[src/rtl/reg_rw_pkg.sv]
// Shared defaults and types for the reg_rw control/status register file.
// Optional feature macro used by reg_rw: REG_RW_RD_VALID_EN.
package reg_rw_pkg;

  localparam int unsigned DATA_W_DEF = 32'd8;
  localparam int unsigned ADDR_W_DEF = 32'd3;
  localparam int unsigned DEPTH_DEF  = 32'd8;
  localparam logic [DATA_W_DEF-1:0] RST_VAL_DEF = 8'h00;

  typedef logic [DATA_W_DEF-1:0] data_t;
  typedef logic [ADDR_W_DEF-1:0] addr_t;

endpackage

[src/rtl/reg_rw.sv]
// Register file: DEPTH x DATA_W flops, shared write/read address, registered read.
// Define REG_RW_RD_VALID_EN to add o_rd_valid, a registered copy of i_rd_en.
module reg_rw
  import reg_rw_pkg::*;
#(
  parameter int unsigned DATA_W = DATA_W_DEF,
  parameter int unsigned ADDR_W = ADDR_W_DEF,
  parameter int unsigned DEPTH  = DEPTH_DEF,
  parameter logic [DATA_W-1:0] RST_VAL = DATA_W'(RST_VAL_DEF)
) (
  input  logic              i_clk,
  input  logic              i_rstn,
  input  logic              i_wr_en,
  input  logic              i_rd_en,
  input  logic [ADDR_W-1:0] i_wrAddr,
  input  logic [DATA_W-1:0] i_wrData,
`ifdef REG_RW_RD_VALID_EN
  output logic              o_rd_valid,
`endif
  output logic [DATA_W-1:0] o_Data
);

  logic [DATA_W-1:0] regs_s [DEPTH];
  logic [DEPTH-1:0]  wr_sel_s;
  logic [DATA_W-1:0] rd_mux_s;
  logic              hit_s;
  logic [DATA_W-1:0] rd_data_s;

  // Per-register write decode and storage; an X address never matches a known index.
  for (genvar g = 0; g < DEPTH; g++) begin : g_reg
    logic [DATA_W-1:0] q_r;

    assign wr_sel_s[g] = i_wr_en && (i_wrAddr == ADDR_W'(g));

    // Storage flop for register g.
    always_ff @(posedge i_clk or negedge i_rstn) begin
      if (!i_rstn) begin
        q_r <= RST_VAL;
      end else if (wr_sel_s[g]) begin
        q_r <= i_wrData;
      end else begin
        q_r <= q_r;
      end
    end

    assign regs_s[g] = q_r;
  end

  // Read mux; hit_s flags an implemented address so out-of-range reads return RST_VAL.
  always_comb begin
    rd_mux_s = RST_VAL;
    hit_s    = 1'b0;
    for (int i = 0; i < int'(DEPTH); i++) begin
      rd_mux_s = (i_wrAddr == ADDR_W'(i)) ? regs_s[i] : rd_mux_s;
      hit_s    = (i_wrAddr == ADDR_W'(i)) ? 1'b1      : hit_s;
    end
  end

  // Write-first: a same-cycle write to the read address bypasses the register.
  always_comb begin
    rd_data_s = RST_VAL;
    if (!hit_s) begin
      rd_data_s = RST_VAL;
    end else if (i_wr_en) begin
      rd_data_s = i_wrData;
    end else begin
      rd_data_s = rd_mux_s;
    end
  end

  // Read data register; holds its value when no read is issued.
  always_ff @(posedge i_clk or negedge i_rstn) begin
    if (!i_rstn) begin
      o_Data <= RST_VAL;
    end else if (i_rd_en) begin
      o_Data <= rd_data_s;
    end else begin
      o_Data <= o_Data;
    end
  end

`ifdef REG_RW_RD_VALID_EN
  // Marks the cycles in which o_Data was loaded by a read, including out-of-range reads.
  always_ff @(posedge i_clk or negedge i_rstn) begin
    if (!i_rstn) begin
      o_rd_valid <= 1'b0;
    end else begin
      o_rd_valid <= i_rd_en;
    end
  end
`endif

endmodule

[config.mk]
export PLATFORM = sky130hd
export DESIGN_NAME = reg_rw
export DESIGN_NICKNAME = d
export VERILOG_FILES = /design/src/rtl/reg_rw_pkg.sv /design/src/rtl/reg_rw.sv
export SDC_FILE = /design/constraint.sdc
export NUM_CORES = 1
export LEC_CHECK = 0
export BUFFER_PORTS_ARGS = -buffer_cell sky130_fd_sc_hd__buf_2
export CORE_MARGIN = 1
export CORE_UTILIZATION = 50
export CTS_CLUSTER_SIZE = 16
export DETAILED_ROUTE_END_ITERATION = 12
export HOLD_SLACK_MARGIN = 0.15
export PLACE_DENSITY_LB_ADDON = 0.05
export SKIP_CTS_REPAIR_TIMING = 1
export SLEW_MARGIN = 40
export SYNTH_ARGS = -nofsm -noshare
export SYNTH_HDL_FRONTEND = slang
export SYNTH_SLANG_ARGS = --single-unit
[constraint.sdc]
create_clock -name i_clk -period 1.08 [get_ports i_clk]
set_input_delay 0.054 -clock i_clk [delete_from_list [all_inputs] [get_ports i_clk]]
set_output_delay 0.054 -clock i_clk [all_outputs]
set_load 0.01 [all_outputs]
==> metrics.txt, run 1 <==
Die W=85.39 µm; Total Routed Length=7.499 mm; WL per Instance=16.63 µm; syn nets=326; area of the multi-input gates=1623 µm²; Sw Ratio=26.54%; minimum clock period=1132 ps; initial antenna violation count=0; Antenna Cells=0; Worst Hold End=o_Data[3]; Die Y=85.39 µm; P per Cell Area=1716 nW/µm²; DRT Pass-1 Iters=4; H-Tree Depth=3; Finish-stage setup viols=5; worst r2r src=g_reg[1].q_r[2]; Layout Nets=381; final core utilization=64.13%; Worst Path Required=1310 ps; min-delay src=i_rd_en; Clock Latency Late Sink=340 ps; peak supply drop=1078 µV; CTS tree=built; FILL cells=555; f_max=0.8835 GHz; CP endpoint kind=flop; Clk pwr share=33.6%; clock skew=9.024 ps; total gr overflow=0; Mean Syn Cell Area=11.18 µm²; Placer Congestion=0.7520; proportion of layout cells with a drive suffix above 1=34.50%; Design Area, Final=4333 µm²; leakage=1.930 nW; reg-to-reg slack, setup=-50 ps; r2r endpoint=o_Data[2]; DR vias/cell=5.514; I/O Buffers=22; hold slack=161.1 ps; CTS Buffer Depth=2; Root Driver=clkbuf_8; Area after DPL=3875 µm²; Synth Instances=311; vias in the first global route=2323; Core Area=6756 µm²; Final Power=7.436 mW; TritonCTS Buffers=9; RSZ-0062 raised after global routing=true; starting density of the core=51.46%; Ports=23; hold depth=4; register area=1802 µm²; DRT iter0 DRCs=137; PnR worst setup slack=-51.90 ps; post-route ant nets=0; GRT Total Usage=21.70%; Layout area overhead=24.61%; reg2reg path depth=4; Cell Area, Synth=3477 µm²; Reg clk slew, reported paths=80 ps; Yosys warnings=0; P_sw=1.974 mW; violated checks=negative setup slack; crit-path max FO=2; largest net degree at the start of global routing=73; worst hold path type=input pin to flop; max_slew headroom=68.35%; Rows=30; Slew Limit Fails=0; status=finished with violations; post-DP HPWL=5.030 mm; Seq cells post-synth=72; startpoint type of the worst setup path=flop; WS Path Type=flop to flop; Residual DRC=0; Unique masters post-synth=29; Seq/Total Area, Yosys=51.82%; clock sink total=72; first-pass GRT wire length=12.02 mm; Fin. Hold Viols=0; die area=7291 µm²; Worst Tran Pin Value=474.7 ps; combinational power share=18.7%; maxcap violations=0; via count=2487; Final period util=104.8%; Power Internal=5.462 mW; Seq pwr share=47.6%; WP data arrival=1360 ps
-- layer usage --
| metal | part of all wire [%] | global-route usage [%] |
|---|---|---|
| met5 | 0 | 0 |
| met4 | 1.8 | 8.636 |
| met3 | 2.4 | 3.502 |
| met2 | 45 | 31.82 |
| met1 | 51 | 32.27 |
-- power by group through the flow --
stage | clock network (mW) | registers (mW) | logic [mW]
global route | 2.66 | 3.61 | 1.55
global placement | 0 | 3.56 | 1.23
CTS | 2.57 | 3.53 | 1.27
detailed placement | 0 | 3.58 | 1.27
floorplan | 0 | 3.51 | 0.860
finish | 2.50 | 3.54 | 1.39
-- cells in the final DEF (no fill, tap or decap), types with 2 or more instances in the layout --
cell	synthesis	routed
a21o_1	5	5
a21oi_1	10	9
a221oi_2	0	4
a31oi_1	7	5
a31oi_4	0	2
a32oi_1	2	2
and3_1	2	2
buf_12	0	6
buf_2	6	22
buf_4	3	23
bufinv_16	0	2
clkbuf_8	0	12
clkinvlp_4	0	2
dfrtp_1	72	72
dlygate4sd3_1	0	14
inv_1	5	5
mux2_2	45	43
mux2_4	0	2
mux2i_1	16	16
nand2_1	29	29
nand2b_1	7	7
nand3_1	2	2
nand3b_1	14	14
nand4_1	2	2
nand4b_1	2	2
nor2_1	10	10
nor3_4	2	2
nor3b_4	2	2
o211ai_1	2	2
o21ai_0	45	35
o21ai_1	0	7
o21ai_2	0	3
-- cell families after synthesis --
logic type,synth area share [%]
simple gates,12.49
mux,19.50
compound gates,12.45
buf+inv,3.743
flops,51.82
-- how the worst max path moves through the flow --
stage               cells after the start  slack [ps]       startpoint               to
finish                                  4         -50  g_reg[1].q_r[2]        o_Data[2]
global route                            4        -140  g_reg[1].q_r[4]        o_Data[4]
CTS                                     4        -120  g_reg[1].q_r[6]        o_Data[6]
detailed placement                      6        -190      i_wrAddr[2]        o_Data[1]
global placement                        6        -150      i_wrAddr[2]        o_Data[1]
floorplan                               3           7      i_wrAddr[0]  g_reg[2].q_r[0]
-- cell usage after synthesis --
cell      instances  area, µm²
dfrtp_1          72       1802
mux2_2           45      506.7
o21ai_0          45      225.2
nand2_1          29      108.9
mux2i_1          16      160.2
nand3b_1         14      105.1
clkbuf_1         11      41.29
a21oi_1          10      50.05
nor2_1           10      37.54
a31oi_1           7      43.79
nand2b_1          7      43.79
buf_2             6      30.03
a21o_1            5      37.54
a221oi_1          5      43.79
inv_1             5      18.77
buf_4             3      22.52
a32oi_1           2      17.52
and3_1            2      12.51
nand3_1           2      10.01
nand4_1           2      12.51
nand4b_1          2      17.52
nor3_4            2      32.53
nor3b_4           2      37.54
o211ai_1          2      15.01
buf_6             1      11.26
inv_4             1      6.260
mux2_1            1      11.26
nand2_4           1      11.26
nor3_1            1      5.000
-- per-stage QoR --
step	instances	setup slack (ps)	TNS, ps
3_3_place_gp	421	-149.9	-6081
6_report	451	-51.90	-171.9
5_1_grt	451	-137.0	-617.4
4_1_cts	437	-116.7	-427.2
2_1_floorplan	311	6.965	0
3_5_place_dp	421	-191.6	-6296
-- registers in the layout (all words and copies together), names as in the netlist --
signal / cells
o_Data: 8
g.q_r: 64
-- worst max-delay path, cell delays in order, from the launching register on --
cell and delay, ps:
dfrtp_1 380, mux2i_1 140, o21ai_1 110, a221oi_1 280, o21ai_1 100
-- final cells by class --
| cell class | instances | area share, % |
|---|---|---|
| Clock buffer | 12 | 3.812 |
| Clock inverter | 4 | 1.733 |
| Inverter | 6 | 0.5775 |
| Multi-Input combinational cell | 212 | 37.45 |
| Sequential cell | 72 | 41.58 |
| Tap cell | 80 | 2.310 |
| Timing Repair Buffer | 65 | 12.53 |
No activity file was read; power rests on OpenSTA's default activity.
==> inputs of run 2 (changes only) <==
TNS_END_PERCENT = 1   (was unset)
clock period = 1.3 ns   (was 1.08 ns; I/O delays follow)
==> metrics.txt, run 2 (same netlist as run 1, synthesis figures left out) <==
Core Area=6756 µm² (unchanged); CP endpoint kind=flop; peak supply drop=785.9 µV (-27%); Worst Path Required=1520 ps (+210 ps); TritonCTS Buffers=9 (unchanged); minimum clock period=1201 ps (+69.20 ps); GRT Total Usage=21.44% (-0.25 points); Layout area overhead=20.15%; Final period util=92.39% (-12 points); Placer Congestion=0.7588 (+0.90%); max reg flops=64 (unchanged); DR vias/cell=5.489 (-0.47%); H-Tree Depth=3 (unchanged); area of the multi-input gates=1555 µm² (-4.2%); largest net degree at the start of global routing=73 (unchanged); clock skew=8.740 ps (-0.2845 ps); worst hold path type=input pin to flop; clock sink total=72 (unchanged); register area=1802 µm² (unchanged); Ports=23 (unchanged); total gr overflow=0 (unchanged); vias in the first global route=2301 (-0.95%); initial antenna violation count=0 (unchanged); f_max=0.8326 GHz (-5.8%); commonest cells after routing, fill and taps aside=72 x dfrtp_1, 45 x mux2_2, 42 x o21ai_0; DRT Pass-1 Iters=4 (unchanged); Root Driver=clkbuf_8; commonest non-fill, non-tap cell in the layout=dfrtp_1; Die W=85.39 µm (unchanged); Residual DRC=0 (unchanged); starting density of the core=51.46% (unchanged); largest registers=g.q_r: 64 flops, o_Data: 8 flops; maxcap violations=0 (unchanged); Layout Nets=370 (-2.9%); hold slack=128.5 ps (-32.52 ps); Placed Cells incl. Taps=414 (-1.7%); leakage=1.864 nW (-3.4%); post-route ant nets=0 (unchanged); P per Cell Area=1478 nW/µm² (-14%); Final Power=6.175 mW (-17%); Worst Tran Pin Value=383.0 ps (-91.76 ps); Die Y=85.39 µm (unchanged); WP data arrival=1420 ps (+60 ps); die area=7291 µm² (unchanged); post-DP HPWL=4.816 mm (-4.2%); Final Non-Filler Cells=440 (-2.4%); CTS tree=built; Total Routed Length=7.119 mm (-5.1%); max_slew headroom=74.47% (+6.1 points); I/O Buffers=22 (unchanged); Finish-stage setup viols=0 (-5); Slew Limit Fails=0 (unchanged); CTS Buffer Depth=2 (unchanged); WS Path Type=flop to flop; Biggest register=g.q_r; WL per Instance=16.18 µm (-2.7%); startpoint type of the worst setup path=flop; Rows=30 (unchanged); Antenna Cells=0 (unchanged); Clock Latency Late Sink=350 ps (about the same); status=finished, final reports clean; Design Area, Final=4178 µm² (-3.6%); proportion of layout cells with a drive suffix above 1=31.11% (-3.4 points); Area after DPL=3822 µm² (-1.4%); Reg clk slew, reported paths=70 ps (about the same); Fin. Hold Viols=0 (unchanged); first-pass GRT wire length=11.85 mm (-1.4%); FILL cells=588 (+5.9%); via count=2415 (-2.9%); crit-path max FO=2 (unchanged); DRT iter0 DRCs=123 (-10%)
-- run 2: worst paths after layout --
kind	startpoint	endpoint	slack (ps)	cells past startpoint
worst max-delay path	g_reg[0].q_r[6]	o_Data[6]	100	4
worst min-delay path	i_rd_en	o_Data[0]	130	3
worst max register to register	g_reg[0].q_r[6]	o_Data[6]	100	4
worst min register to register	g_reg[6].q_r[6]	g_reg[6].q_r[6]	480	2
max in group asynchronous	i_rstn	g_reg[6].q_r[6]	710	3
min in group asynchronous	i_rstn	g_reg[7].q_r[2]	280	3
-- run 2: per-layer routing --
metal	GRT usage, %	part of all wire, %	wire length, µm	vias to the layer above
met5	0	0	0	-
met4	6.818	0.70	50	0
met3	4.961	3.7	261	5
met2	30.13	44	3106	40
met1	32.78	52	3701	1162
li1	-	-	-	1208
-- run 2: per-stage QoR --
step	utilization [%]	setup TNS [ps]	setup WS, ps
global placement	56.57	0	12.01
detailed placement	56.57	0	6.271
floorplan	-	0	204.5
CTS	60.20	0	23.86
global route	61.83	-3.770	-3.770
finish	61.83	0	98.91
-- run 2: layout make-up --
type	instances	area share, %
inverters	6	0.5990
flip-flops and latches	72	43.13
multi-input cells	212	37.23
clock inverters	5	2.486
repair buffers	54	10.78
clock buffers	11	3.384
well taps	80	2.396
-- run 2: worst max-delay path, cell delays in order (launching register included) --
cell and delay [ps]:
dfrtp_1 390, mux2i_2 210, o21ai_1 100, a221oi_1 280, o21ai_1 100
-- run 2: power by group --
part / switching, mW / total, mW / internal [mW]
Combinational: 0.505 / 1.07 / 0.562
Sequential: 0.239 / 2.93 / 2.69
Clock: 0.848 / 2.18 / 1.33
Total: 1.59 / 6.17 / 4.58
